$ cat src/rtl/ex_stage_if.sv
// ----------------------------------------------------------------------------
// ex_stage_if
// Purpose : bundle carrying one EX-stage result towards the memory stage.
// Signals : inst      - instruction word
//           pc        - program counter of the instruction
//           ex_result - ALU result, or byte address for loads/stores
//           rw_en     - register write-back enable
//           rw_addr   - destination register index
//           lsu_data  - store data
//           lsu_op    - load/store operation code (4 bits)
// Modports: o - source side (EX stage), i - sink side (MEM stage)
// ----------------------------------------------------------------------------
interface ex_stage_if #(
    parameter int DATA_WIDTH = 32
);
    logic [31:0]           inst;
    logic [31:0]           pc;
    logic [DATA_WIDTH-1:0] ex_result;
    logic                  rw_en;
    logic [4:0]            rw_addr;
    logic [DATA_WIDTH-1:0] lsu_data;
    logic [3:0]            lsu_op;

    modport o (
        output inst, pc, ex_result, rw_en, rw_addr, lsu_data, lsu_op
    );

    modport i (
        input  inst, pc, ex_result, rw_en, rw_addr, lsu_data, lsu_op
    );
endinterface

$ cat src/rtl/mem_stage.sv
// ----------------------------------------------------------------------------
// mem_stage
// Purpose : memory-access pipeline stage. Accepts one EX result at a time,
//           runs a single-beat req/ack data-memory transaction for loads and
//           stores, and presents the aligned/extended write-back result to WB
//           from an output register.
// Ports   : clk, rst_n            - clock, synchronous active-low reset
//           ex (ex_stage_if.i)    - EX bundle; ex_valid / mem_ready handshake
//           dmem_req/we/addr/wstrb/wdata, dmem_ack/rdata - data-memory bus
//           wb_valid / wb_ready   - WB handshake
//           wb_pc, wb_inst, wb_rw_en, wb_rw_addr, wb_rw_data, wb_ale - WB bundle
// Config  : define MEM_ALIGN_CHECK_EN to flag misaligned halfword/word
//           accesses (wb_ale=1, no bus request). Without it wb_ale is tied 0
//           and low address bits are simply truncated.
// ----------------------------------------------------------------------------
module mem_stage #(
    parameter int DATA_WIDTH = 32,
    parameter int ADDR_WIDTH = 32
) (
    input  logic                  clk,
    input  logic                  rst_n,
    ex_stage_if.i                 ex,
    input  logic                  ex_valid,
    output logic                  mem_ready,
    output logic                  dmem_req,
    output logic                  dmem_we,
    output logic [ADDR_WIDTH-1:0] dmem_addr,
    output logic [3:0]            dmem_wstrb,
    output logic [DATA_WIDTH-1:0] dmem_wdata,
    input  logic                  dmem_ack,
    input  logic [DATA_WIDTH-1:0] dmem_rdata,
    output logic                  wb_valid,
    input  logic                  wb_ready,
    output logic [31:0]           wb_pc,
    output logic [31:0]           wb_inst,
    output logic                  wb_rw_en,
    output logic [4:0]            wb_rw_addr,
    output logic [DATA_WIDTH-1:0] wb_rw_data,
    output logic                  wb_ale
);

    typedef enum logic [1:0] {
        IDLE = 2'd0,
        BUSY = 2'd1,
        HOLD = 2'd2
    } state_t;

    // access size encoding kept for the load extraction in BUSY
    localparam logic [1:0] SZ_B = 2'd0;
    localparam logic [1:0] SZ_H = 2'd1;
    localparam logic [1:0] SZ_W = 2'd2;

    state_t                  state_q;
    logic                    dmem_req_q;
    logic                    dmem_we_q;
    logic [ADDR_WIDTH-1:0]   dmem_addr_q;
    logic [3:0]              dmem_wstrb_q;
    logic [DATA_WIDTH-1:0]   dmem_wdata_q;
    logic                    wb_valid_q;
    logic [31:0]             wb_pc_q;
    logic [31:0]             wb_inst_q;
    logic                    wb_rw_en_q;
    logic [4:0]              wb_rw_addr_q;
    logic [DATA_WIDTH-1:0]   wb_rw_data_q;
    logic                    is_load_q;
    logic                    ld_unsigned_q;
    logic [1:0]              size_q;
    logic [1:0]              off_q;

    // ------------------------------------------------------------------
    // Decode of the incoming bundle (values loaded into the _q registers
    // on accept)
    // ------------------------------------------------------------------
    logic                    accept;
    logic                    is_load_d;
    logic                    is_store_d;
    logic                    ld_unsigned_d;
    logic [1:0]              size_d;
    logic [1:0]              off_d;
    logic [3:0]              wstrb_d;
    logic [DATA_WIDTH-1:0]   wdata_d;

    assign mem_ready = (state_q == IDLE) || ((state_q == HOLD) && wb_ready);
    assign accept    = ex_valid && mem_ready;
    assign off_d     = ex.ex_result[1:0];

    always_comb begin
        is_load_d     = 1'b0;
        is_store_d    = 1'b0;
        ld_unsigned_d = 1'b0;
        size_d        = SZ_W;
        wstrb_d       = 4'b0000;
        wdata_d       = '0;
        case (ex.lsu_op)
            4'b0001: begin is_load_d = 1'b1; size_d = SZ_B; end
            4'b0010: begin is_load_d = 1'b1; size_d = SZ_H; end
            4'b0011: begin is_load_d = 1'b1; size_d = SZ_W; end
            4'b0100: begin is_load_d = 1'b1; size_d = SZ_B; ld_unsigned_d = 1'b1; end
            4'b0101: begin is_load_d = 1'b1; size_d = SZ_H; ld_unsigned_d = 1'b1; end
            4'b1001: begin
                is_store_d = 1'b1;
                size_d     = SZ_B;
                wstrb_d    = 4'b0001 << off_d;
                wdata_d    = {4{ex.lsu_data[7:0]}};
            end
            4'b1010: begin
                is_store_d = 1'b1;
                size_d     = SZ_H;
                // off=3 shifts the upper lane out: truncation, not wrap
                wstrb_d    = 4'b0011 << off_d;
                wdata_d    = {2{ex.lsu_data[15:0]}};
            end
            4'b1011: begin
                is_store_d = 1'b1;
                size_d     = SZ_W;
                wstrb_d    = 4'b1111;
                wdata_d    = ex.lsu_data;
            end
            default: ; // every other code behaves as "none"
        endcase
    end

`ifdef MEM_ALIGN_CHECK_EN
    logic misalign_d;
    assign misalign_d = ((size_d == SZ_H) && off_d[0]) ||
                        ((size_d == SZ_W) && (off_d != 2'b00));
`endif

    // ------------------------------------------------------------------
    // Load data extraction from the returned word using the captured offset
    // ------------------------------------------------------------------
    logic [7:0]            ld_byte;
    logic [15:0]           ld_half;
    logic [DATA_WIDTH-1:0] ld_data;

    always_comb begin
        ld_byte = 8'h00;
        case (off_q)
            2'd0:    ld_byte = dmem_rdata[7:0];
            2'd1:    ld_byte = dmem_rdata[15:8];
            2'd2:    ld_byte = dmem_rdata[23:16];
            default: ld_byte = dmem_rdata[31:24];
        endcase
        ld_half = off_q[1] ? dmem_rdata[31:16] : dmem_rdata[15:0];
        case (size_q)
            SZ_B:    ld_data = ld_unsigned_q ? {24'd0, ld_byte}
                                             : {{24{ld_byte[7]}}, ld_byte};
            SZ_H:    ld_data = ld_unsigned_q ? {16'd0, ld_half}
                                             : {{16{ld_half[15]}}, ld_half};
            default: ld_data = dmem_rdata;
        endcase
    end

    // ------------------------------------------------------------------
    // Control FSM with registered outputs
    // ------------------------------------------------------------------
    always_ff @(posedge clk) begin
        if (!rst_n) begin
            state_q       <= IDLE;
            dmem_req_q    <= 1'b0;
            dmem_we_q     <= 1'b0;
            dmem_addr_q   <= '0;
            dmem_wstrb_q  <= 4'b0000;
            dmem_wdata_q  <= '0;
            wb_valid_q    <= 1'b0;
            wb_pc_q       <= '0;
            wb_inst_q     <= '0;
            wb_rw_en_q    <= 1'b0;
            wb_rw_addr_q  <= '0;
            wb_rw_data_q  <= '0;
            is_load_q     <= 1'b0;
            ld_unsigned_q <= 1'b0;
            size_q        <= SZ_B;
            off_q         <= 2'b00;
        end else if (accept) begin
            // Reachable from IDLE, or from HOLD when WB drains this cycle
            wb_pc_q       <= ex.pc;
            wb_inst_q     <= ex.inst;
            wb_rw_addr_q  <= ex.rw_addr;
            wb_rw_data_q  <= ex.ex_result;
            is_load_q     <= is_load_d;
            ld_unsigned_q <= ld_unsigned_d;
            size_q        <= size_d;
            off_q         <= off_d;
`ifdef MEM_ALIGN_CHECK_EN
            if ((is_load_d || is_store_d) && misalign_d) begin
                state_q      <= HOLD;
                wb_valid_q   <= 1'b1;
                wb_rw_en_q   <= 1'b0;
                dmem_req_q   <= 1'b0;
                dmem_we_q    <= 1'b0;
                dmem_wstrb_q <= 4'b0000;
            end else
`endif
            if (is_load_d || is_store_d) begin
                state_q      <= BUSY;
                wb_valid_q   <= 1'b0;
                wb_rw_en_q   <= ex.rw_en;
                dmem_req_q   <= 1'b1;
                dmem_we_q    <= is_store_d;
                dmem_addr_q  <= {ex.ex_result[ADDR_WIDTH-1:2], 2'b00};
                dmem_wstrb_q <= wstrb_d;
                dmem_wdata_q <= wdata_d;
            end else begin
                state_q      <= HOLD;
                wb_valid_q   <= 1'b1;
                wb_rw_en_q   <= ex.rw_en;
                dmem_req_q   <= 1'b0;
                dmem_we_q    <= 1'b0;
                dmem_wstrb_q <= 4'b0000;
            end
        end else begin
            case (state_q)
                BUSY: begin
                    if (dmem_ack) begin
                        state_q      <= HOLD;
                        wb_valid_q   <= 1'b1;
                        dmem_req_q   <= 1'b0;
                        dmem_we_q    <= 1'b0;
                        dmem_wstrb_q <= 4'b0000;
                        if (is_load_q) begin
                            wb_rw_data_q <= ld_data;
                        end else begin
                            wb_rw_en_q   <= 1'b0;
                        end
                    end
                end
                HOLD: begin
                    if (wb_ready) begin
                        state_q    <= IDLE;
                        wb_valid_q <= 1'b0;
                    end
                end
                default: ; // IDLE without accept: ack here is ignored
            endcase
        end
    end

`ifdef MEM_ALIGN_CHECK_EN
    logic wb_ale_q;
    always_ff @(posedge clk) begin
        if (!rst_n) begin
            wb_ale_q <= 1'b0;
        end else if (accept) begin
            wb_ale_q <= (is_load_d || is_store_d) && misalign_d;
        end
    end
    assign wb_ale = wb_ale_q;
`else
    assign wb_ale = 1'b0;
`endif

    assign dmem_req   = dmem_req_q;
    assign dmem_we    = dmem_we_q;
    assign dmem_addr  = dmem_addr_q;
    assign dmem_wstrb = dmem_wstrb_q;
    assign dmem_wdata = dmem_wdata_q;
    assign wb_valid   = wb_valid_q;
    assign wb_pc      = wb_pc_q;
    assign wb_inst    = wb_inst_q;
    assign wb_rw_en   = wb_rw_en_q;
    assign wb_rw_addr = wb_rw_addr_q;
    assign wb_rw_data = wb_rw_data_q;

endmodule

$ cat src/flat_wrapper.sv
// flat-port wrapper written by rule: the top's interface ports become plain ports
module mem_stage_flat 
#(
    parameter int DATA_WIDTH = 32,
    parameter int ADDR_WIDTH = 32
)
  (clk, rst_n, ex_valid, mem_ready, dmem_req, dmem_we, dmem_addr, dmem_wstrb, dmem_wdata, dmem_ack, dmem_rdata, wb_valid, wb_ready, wb_pc, wb_inst, wb_rw_en, wb_rw_addr, wb_rw_data, wb_ale, ex_inst, ex_pc, ex_ex_result, ex_rw_en, ex_rw_addr, ex_lsu_data, ex_lsu_op);
  ex_stage_if #(.DATA_WIDTH(DATA_WIDTH)) ex_i ();
  input  logic clk;
  input  logic rst_n;
  input  logic ex_valid;
  output logic mem_ready;
  output logic dmem_req;
  output logic dmem_we;
  output logic [ADDR_WIDTH-1:0] dmem_addr;
  output logic [3:0] dmem_wstrb;
  output logic [DATA_WIDTH-1:0] dmem_wdata;
  input  logic dmem_ack;
  input  logic [DATA_WIDTH-1:0] dmem_rdata;
  output logic wb_valid;
  input  logic wb_ready;
  output logic [31:0] wb_pc;
  output logic [31:0] wb_inst;
  output logic wb_rw_en;
  output logic [4:0] wb_rw_addr;
  output logic [DATA_WIDTH-1:0] wb_rw_data;
  output logic wb_ale;
  input wire logic [$bits(ex_i.inst)-1:0] ex_inst;
  input wire logic [$bits(ex_i.pc)-1:0] ex_pc;
  input wire logic [$bits(ex_i.ex_result)-1:0] ex_ex_result;
  input wire logic [$bits(ex_i.rw_en)-1:0] ex_rw_en;
  input wire logic [$bits(ex_i.rw_addr)-1:0] ex_rw_addr;
  input wire logic [$bits(ex_i.lsu_data)-1:0] ex_lsu_data;
  input wire logic [$bits(ex_i.lsu_op)-1:0] ex_lsu_op;
  assign ex_i.inst = ex_inst;
  assign ex_i.pc = ex_pc;
  assign ex_i.ex_result = ex_ex_result;
  assign ex_i.rw_en = ex_rw_en;
  assign ex_i.rw_addr = ex_rw_addr;
  assign ex_i.lsu_data = ex_lsu_data;
  assign ex_i.lsu_op = ex_lsu_op;
  mem_stage #(.DATA_WIDTH(DATA_WIDTH), .ADDR_WIDTH(ADDR_WIDTH)) u_core (.clk(clk), .rst_n(rst_n), .ex(ex_i), .ex_valid(ex_valid), .mem_ready(mem_ready), .dmem_req(dmem_req), .dmem_we(dmem_we), .dmem_addr(dmem_addr), .dmem_wstrb(dmem_wstrb), .dmem_wdata(dmem_wdata), .dmem_ack(dmem_ack), .dmem_rdata(dmem_rdata), .wb_valid(wb_valid), .wb_ready(wb_ready), .wb_pc(wb_pc), .wb_inst(wb_inst), .wb_rw_en(wb_rw_en), .wb_rw_addr(wb_rw_addr), .wb_rw_data(wb_rw_data), .wb_ale(wb_ale));
endmodule
$ cat config.mk
export PLATFORM = sky130hd
export DESIGN_NAME = mem_stage_flat
export DESIGN_NICKNAME = d
export VERILOG_FILES = /design/src/rtl/ex_stage_if.sv /design/src/rtl/mem_stage.sv /design/src/flat_wrapper.sv
export SDC_FILE = /design/constraint.sdc
export NUM_CORES = 1
export LEC_CHECK = 0
export CAP_MARGIN = 30
export CORE_MARGIN = 2
export CORE_UTILIZATION = 42
export CTS_BUF_LIST = sky130_fd_sc_hd__clkbuf_4 sky130_fd_sc_hd__clkbuf_8 sky130_fd_sc_hd__clkbuf_16
export DETAILED_ROUTE_END_ITERATION = 8
export GPL_ROUTABILITY_DRIVEN = 0
export GPL_TIMING_DRIVEN = 0
export PLACE_DENSITY_LB_ADDON = 0.3
export SLEW_MARGIN = 10
export SYNTH_ARGS = -nofsm -noshare
export SYNTH_HDL_FRONTEND = slang
export SYNTH_SLANG_ARGS = --single-unit
$ cat constraint.sdc
create_clock -name clk -period 2.7 [get_ports clk]
set_input_delay 0.54 -clock clk [delete_from_list [all_inputs] [get_ports clk]]
set_output_delay 0.54 -clock clk [all_outputs]
set_load 0.005 [all_outputs]
; ---- Yosys cells after proc, flatten, opt, wreduce, memory -nomap -nowiden
; Cells that the tools add are included.
[op_classes]
n_mux = 39
eq_ne = 16
n_shift = 2
reduce_logical = 21
[op_table]
columns = cell, n
row1 = 32-bit two-way mux, 6
row2 = 32-bit case mux with 3 select lines, 1
row3 = 32-bit case mux with 2 select lines, 1
row4 = 8-bit case mux with 3 select lines, 1
row5 = 1-bit two-way mux, 17
row6 = 16-bit two-way mux, 1
row7 = 4-bit two-way mux, 4
row8 = "4-bit == test, second input constant", 3
row9 = 4-bit case mux with 3 select lines, 1
row10 = 3-bit AND reduction, 3
row11 = 3-bit OR reduction, 3
row12 = "4-bit by 2-bit == test with 1-bit output, second input constant", 2
row13 = "4-bit by 3-bit == test with 1-bit output, second input constant", 2
row14 = 2-bit two-way mux, 4
row15 = 2-bit case mux with 2 select lines, 2
row16 = "2-bit by 1-bit == test with 1-bit output, second input constant", 3
row17 = 2-bit logical NOT, 3
row18 = "3-bit by 2-bit != test with 1-bit output, second input constant", 2
row19 = 2-bit nonzero test, 3
row20 = 5-bit OR reduction, 1
row21 = "2-bit == test, second input constant", 2
row22 = "4-bit by 1-bit == test with 1-bit output, second input constant", 1
row23 = 2-bit AND reduction, 2
row24 = "1-bit by 2-bit << shifter with 4-bit output, first input constant", 1
row25 = 7 further kinds, 9
[word_totals]
output_inout_bits = 175
elab_cells = 94
reg_bits = 179
inputBits = 175

; ---- Longest topological paths before layout
; Gate-level depths: netlist (run 1).
[logic_depth]
ltp_word = 8
ltp_mapped = 9
ltp_nobuf = 7

; ---- Least setup slack after synthesis (run 1)
; Ideal clock, no wire load.
[synth_timing]
kind = reg2reg
start = register u_core.state_q[1]
end = register u_core.wb_rw_data_q[23] (netlist: u_core.wb_rw_data[23])
required_ns = 2.555
setup_ns = 0.145
stages_incl_launch_ff = 9
period_less_slack_ns = 1.989
arrival_time_ns = 1.844
path_buffers = 1
setup_slack_ns = 0.711
path_cell_list = dfxtp_1 inv_1 ha_1 a21o_1 a21oi_1 a21boi_4 o21a_4 buf_8 a221oi_2
[synth_via]
elab_chain_cells = 6
word_cells_on_any_way = 11
cone_classes = eq/ne: 2 / mux: 1 / reduce/logical: 8
[synth_lines]
columns = element, line
row1 = "start, declared", mem_stage.sv:53  ; state_t state_q;
row2 = "start signal, assigned", mem_stage.sv:159  ; state_q <= IDLE;
row3 = "start signal, assigned", mem_stage.sv:196  ; state_q <= BUSY;
row4 = "start signal, assigned", mem_stage.sv:205  ; state_q <= HOLD;
row5 = 2-bit == test, mem_stage.sv:83  ; assign mem_ready = (state_q == IDLE) || ((state_q == HOLD) && wb_ready);
row6 = 1-bit logical AND, mem_stage.sv:83
row7 = 1-bit logical OR *, mem_stage.sv:83
row8 = net mem_ready, flat_wrapper.sv:12  ; output logic mem_ready;
row9 = 1-bit logical AND *, mem_stage.sv:84  ; assign accept = ex_valid && mem_ready;
row10 = 2-bit nonzero test (no source line), n/a
row11 = 3-bit AND reduction (no source line), n/a
row12 = "end signal, assigned", mem_stage.sv:180  ; wb_rw_data_q <= ex.ex_result;
row13 = "end signal, assigned", mem_stage.sv:222  ; wb_rw_data_q <= ld_data;
row14 = "end, declared", mem_stage.sv:64  ; logic [DATA_WIDTH-1:0] wb_rw_data_q;
; The timed path passes the listed nets; every way through them passes the cells marked *.
; A chain may end at the register's enable or synchronous reset.

; ---- Worst setup path after layout (run 1)
[layout_timing]
start = register u_core.state_q[1]
end = register u_core.wb_rw_data_q[25] (netlist: u_core.wb_rw_data[25])
[layout_via]
elab_chain_cells = 6
word_cells_on_any_way = 11
cone_classes = eq/ne: 2 / mux: 1 / reduce/logical: 8
[layout_lines]
columns = element, line
row1 = 2-bit == test, mem_stage.sv:83
row2 = 1-bit logical AND, mem_stage.sv:83
row3 = 1-bit logical OR, mem_stage.sv:83
row4 = 1-bit logical AND, mem_stage.sv:84
row5 = 2-bit nonzero test (no source line), n/a
row6 = 3-bit AND reduction (no source line), n/a
; Parallel ways exist; a longest one is shown, timed or not.

==> results of run 1 <==
==> final cells by class <==
cell class / count / area [µm²]
clock inverter: 14 / 141
multi-input combinational: 707 / 3700
sequential: 178 / 3560
timing repair buffer: 343 / 3430
clock buffer: 18 / 439
inverter: 8 / 30.0
buffer: 80 / 359
fill: 1568 / 5940
tap: 229 / 287
==> logic make-up after synthesis <==
family | Yosys count
simple gates | 397
compound gates | 284
flops | 178
buf+inv | 88
mux | 20
fa+ha+maj | 3
other cells | 1
==> power breakdown <==
group	switching (mW)	total (mW)	internal, mW
clock	1.14	2.47	1.33
combinational	1.08	2.13	1.05
sequential	0.148	3.04	2.89
total	2.37	7.65	5.28
==> registers in the layout, indices dropped and copies added (netlist names), 2 cells and up <==
register,flops
u_core.wb_rw_data,32
u_core.wb_rw_addr,5
u_core.wb_inst,32
u_core.size_q,2
u_core.state_q,2
u_core.dmem_addr,30
u_core.dmem_wstrb,4
u_core.wb_pc,32
u_core.dmem_wdata,32
u_core.off_q,2
==> cells in the mapped netlist, drive strengths merged (2+ instances only) <==
cell / number
dfxtp: 178
a22oi: 23
mux2: 16
inv: 8
a221oi: 22
o21a: 2
nand3: 8
o221ai: 4
nand2b: 2
a21boi: 35
a22o: 8
a21oi: 133
o2111ai: 2
nor2: 52
o21ai: 32
buf: 33
or2b: 2
clkbuf: 47
o211ai: 4
nor2b: 6
nand2: 310
nor3: 8
mux2i: 4
a31oi: 10
and2: 2
and3: 2
or3: 4
ha: 3
==> critical path: cells and delay by family, from the launching register on <==
kind / cells / cell delay, ps
flops: 1 / 390
buf+inv: 2 / 260
compound gates: 5 / 1380
fa+ha+maj: 1 / 210
==> final timing paths <==
| path | end | depth (start not counted) |
|---|---|---|
| min reg2reg | u_core.wb_inst[4]$_SDFFE_PN0P_ | 2 |
| min | u_core.wb_inst[4]$_SDFFE_PN0P_ | 2 |
| max reg2reg | u_core.wb_rw_data[25]$_SDFFE_PN0P_ | 8 |
| max | u_core.wb_rw_data[25]$_SDFFE_PN0P_ | 8 |
==> routing by layer <==
layer | vias up | part of all wire (%)
met4 | 2 | 2.4
met2 | 407 | 49
met3 | 52 | 9.4
met5 | - | 0.045
met1 | 3917 | 39
li1 | 4044 | -
==> per-stage QoR <==
step                      power (mW)  cells  setup WS, ps  cell area, µm²
final                           7.65   1577           310           12000
after global routing            8.01   1577          78.3           12000
after CTS                       7.66   1577           138           12000
after detailed placement        5.22   1545          -244           11400
after global placement          5.18   1545          -227           11400
after floorplan                 4.06    973           711            7650
==> run metrics, run 1 <==
status=completed; Worst Setup SP=u_core.state_q[1]$_SDFFE_PN0P_; slew of the pin with the lowest slew margin=approximately 860 ps; Worst Path Required=2970 ps; CP Launch Type=register; IO Count=350; first-pass GRT wire length=44200 µm; hold_sp=u_core.wb_inst[4]$_SDFFE_PN0P_; Setup Skew=around 14 ps; maxcap violations=0; vias per cell=5.34; critical path capture point type=register; Post-layout nets=approximately 1500; Synth top area share=46.6%; worst vdd ir=a little under 0.0005 V; Adder-Cell Fraction of Synth Area=0.491%; routing usage on met1=35.1%; CTS tree=yes; grt ovf=0; Via Count=8422; remaining routing DRC violations=0; xor/xnor cell area share of the yosys netlist=0%; GRT busiest layer=met2; CP max stage delay=~450 ps; CP max stage cell=a21boi_4; met3 GRT Util=about 7.5%; dominant synthesized flop cell=dfxtp_1; fraction of layout cells with a size suffix above 1=7.05%; largest family of logic cells by synthesized area=compound AO/OA/AOI/OAI gates; Synth Area in Simple Gates=20.7%; Yosys cell types=51; Mapped Cells=971; CTS H-tree depth=4; register area share after synthesis=46.6%; worst hold slack=452 ps; met2 Use GR=50.1%; clk_lat worst skew=430 ps; syn avg cell area=7.87 µm²; DRT Pass-1 Iters=6; Chip Width=139 µm; number of synthesized flops with an enable pin=0; DR iter-0 viols=about 560; Ys Warns=0; Bufs on Longest Clock Path=2; fin crit share=88.5%; Worst Path Arrival=2660 ps; Post-CTS Setup Inserts=0; post-cts sizing count=0; antenna diode instance count=0; dpl hpwl=about 22000 µm; setup tns final=0 ps; area leader, netlist=dfxtp_1; Hold Path Class=register to register; Cell Area, Synth=7650 µm²; die height=139 µm; clk sinks=roughly 180; Starting Density=42.7%; Synth async-reset ratio=0%; Period minus WS final=about 2400 ps; final WL=around 29000 µm; worst r2r src=u_core.state_q[1]$_SDFFE_PN0P_; Synth-to-Final Area Change=56.4%; vias in the first global route=about 8000; Pwr Density=639 nW/µm²; mux share of post-synthesis cell area=2.88%; Synth Register Bits=~180; Final setup viols=0; initial antenna violation count=1; compound-gate portion of the synthesized area=24.2%; timing-limited maximum frequency=about 420 MHz; cts bufs inserted=17; Critical Path Fanout Max=10; final hold vios=0; most frequent cells in the layout=clkdlybuf4s50_1 (343), nand2_1 (310), dfxtp_1 (178); top post-synthesis cells by area=dfxtp_1 (47%), nand2_1 (15%), a21oi_1 (8.7%); Die ar.=19300 µm²; type of the worst setup path=register to register; crit path cell chain=inv_1 -> ha_1 -> a21o_1 -> a21oi_2 -> a21boi_4 -> o21a_4 -> buf_8 -> a221oi_2; count of final max-slew check failures=0; Finished Core Util=66.8%; clock root cell=clkbuf_16; row count=a little under 50; Worst-path clk slew=70 ps; hold_buf cts=0; Worst slew margin=42.4%; port buffer count=approximately 340; most common cell after layout, fill and taps aside=clkdlybuf4s50_1; unrepaired setup endpoints after global routing=false; Global Route Usage Sum=28.9%; largest net degree at the start of global routing=18; detailed-route wire length per cell=18.3 µm; Routed Antenna Nets=0; Leak Pwr=around 4.4 nW; flop2flop setup slack=around 310 ps; Core Area=~18000 µm²
Power figures use the tool's default switching activity.
==> run 2, diff against run 1 <==
- ABC_AREA: unset -> 1
- RECOVER_POWER: unset -> 25
==> run 2 against run 1 <==
Net effect: wire length rose by 3.2%; register-to-register slack better by 260 ps; clock power increased by 2%; first-iteration DRC count increased by 23%; sequential power up 6%; cell count rose by 10%; critical path depth fell by 3; clock-buffer cell count is the same; critical path type is now register to output port.
==> run metrics, run 2 <==
type of the worst setup path=register to output port; Critical Path Fanout Max=5; Ys Warns=0; Worst Path Required=2160 ps; final WL=29800 µm; met2 Use GR=52.0%; Mapped Cells=1125; status=completed; Sw Pwr=2.85 mW; Adder-Cell Fraction of Synth Area=0.483%; Die ar.=19600 µm²; # fillers=1620; Comb power frac=32.7%; syn avg cell area=6.90 µm²; clk sinks=178; Worst Setup SP=u_core.state_q[0]$_SDFFE_PN0P_; port buffer count=roughly 350; CP max stage cell=clkdlybuf4s50_1; Cell Area, Synth=7760 µm²; crit path cell chain=inv_1 -> ha_1 -> nand2_1 -> nand2_2 -> clkdlybuf4s50_1; largest net degree at the start of global routing=19; Via Count=between 9000 and 10000; flop2flop setup slack=570 ps; grt ovf=0; die height=around 140 µm; IO Count=350; Leak Pwr=5.29 nW; register area=3560 µm²; post-cts sizing count=0; clk_lat worst skew=440 ps; Worst-path clk slew=70 ps; CP max stage delay=530 ps; top post-synthesis cells by area=dfxtp_1 (46%), nor2_1 (11%), nand2_1 (11%); Global Route Usage Sum=29.8%; Worst Path Arrival=1770 ps; met3 GRT Util=6.70%; DRT Pass-1 Iters=5; routing usage on met1=34.5%; CTS tree=yes; largest family of logic cells by synthesized area=simple AND/OR/NAND/NOR gates; detailed-route wire length per cell=17.2 µm; Core Area=18000 µm²; Synth async-reset ratio=0%; Routed Antenna Nets=0; Post-CTS Setup Inserts=0; register area share after synthesis=45.9%; synth cell count leaders=nor2_1 (235), nand2_1 (231), dfxtp_1 (178), o21ai_0 (135), nand3_1 (91); first-pass GRT wire length=roughly 46000 µm; Hold Path Class=register to register; GRT busiest layer=met2; WHS Endpoint=u_core.wb_rw_data[4]$_SDFFE_PN0P_; unrepaired setup endpoints after global routing=false; Pwr Density=roughly 700 nW/µm²; worst vdd ir=0.000497 V; count of final max-slew check failures=0; vias in the first global route=roughly 8600; DR iter-0 viols=a little under 700; maxcap violations=0; CP Launch Type=register; fin crit share=85.6%; Post-layout nets=1670; most frequent cell after synthesis=nor2_1; clock root cell=clkbuf_16; Synth Area in Simple Gates=30.5%; reg2reg end=u_core.wb_pc[28]$_SDFFE_PN0P_; fraction of layout cells with a size suffix above 1=6.64%; Worst slew margin=55.7%; Setup Skew=7.50 ps; Hold Path Stages=2; Synth Register Bits=178; compound-gate portion of the synthesized area=between 15 and 20%; final hold vios=0; area leader, netlist=dfxtp_1; xor/xnor cell area share of the yosys netlist=0%; footprint of the multi-input gates=approximately 3600 µm²; mux share of post-synthesis cell area=0%; hold_buf cts=0; CTS H-tree depth=4; most common cell after layout, fill and taps aside=clkdlybuf4s50_1; number of synthesized flops with an enable pin=0; Reg power frac=37.8%; setup tns final=0 ps; Synth top area share=45.9%; timing-limited maximum frequency=~430 MHz; worst r2r src=u_core.state_q[1]$_SDFFE_PN0P_; critical path capture point type=output port; Yosys cell types=31; Chip Width=140 µm; worst reg2reg path depth=10; Finished Core Util=67.3%; total power=8.53 mW; dominant synthesized flop cell=dfxtp_1; Period minus WS final=2310 ps; vias per cell=5.19; Bufs on Longest Clock Path=2; Final setup viols=0; Synth-to-Final Area Change=56.2%; sw frac=roughly a third; Starting Density=between 40% and 50%; row count=just under 50; cell-internal power=~5.7 mW; cts bufs inserted=17; slew of the pin with the lowest slew margin=662 ps; dpl hpwl=23200 µm; remaining routing DRC violations=0; Clock Power Share=29.5%; most frequent cells in the layout=clkdlybuf4s50_1 (261), nor2_1 (235), nand2_1 (231); hold_sp=u_core.wb_rw_data[4]$_SDFFE_PN0P_; initial antenna violation count=0
[run 2: worst max-delay path: cells and delay by family (launching register included)]
family | cells | cell delay, ps
fa+ha+maj | 1 | 200
buf+inv | 2 | 630
simple gates | 2 | 190
flops | 1 | 320
[run 2: cell families (layout without fill, tap and decap cells)]
| group | after synthesis | count (layout) |
|---|---|---|
| fa+ha+maj | 3 | 3 |
| other cells | 1 | 5 |
| flops | 178 | 178 |
| buf+inv | 126 | 504 |
| simple gates | 580 | 580 |
| compound gates | 237 | 237 |
[run 2: stage by stage]
stage,area (µm²),setup WS (ps),instances,hold slack [ps]
final,12100,388,1736,472
after global routing,12100,318,1734,493
after CTS,12100,375,1734,470
after detailed placement,11500,192,1702,459
after global placement,11500,240,1702,451
after floorplan,7770,1060,1127,445
[run 2: layout make-up]
type,instances,share of cell area [%]
well taps,229,2.36
plain buffers,74,2.99
multi-input cells,823,30.1
diodes,2,0.0413
repair buffers,346,28.6
inverters,52,1.61
clock inverters,14,1.36
clock buffers,18,3.62
flip-flops and latches,178,29.4
[run 2: how the worst max path moves through the flow]
stage,cells past startpoint,slack (ps),end
floorplan,11,1060,u_core.wb_rw_data[20]$_SDFFE_PN0P_
global placement,5,240,u_core.wb_rw_addr[0]$_SDFFE_PN0P_
detailed placement,5,190,u_core.wb_inst[0]$_SDFFE_PN0P_
CTS,5,370,mem_ready
global route,5,320,mem_ready
finish,5,390,mem_ready
[run 2: power groups by stage]
stage,Combinational (mW),Clock [mW],Sequential [mW]
finish,2.79,2.52,3.23
global route,3.07,2.66,3.27
CTS,2.86,2.54,3.23
detailed placement,2.85,0,3.29
global placement,2.80,0,3.27
floorplan,1.27,0,3.31
[run 2: layer usage]
metal / wire length, µm / up-vias
met1: 11300 / 4138
li1: - / 4374
met3: 2350 / 78
met2: 14800 / 417
met5: 0 / -
met4: 1360 / 0
==> run 3, diff against run 2 <==
- SLEW_MARGIN: 10 -> 40
==> results of run 3 <==
No change in the layout: final DEF, timing and power equal those of run 2.
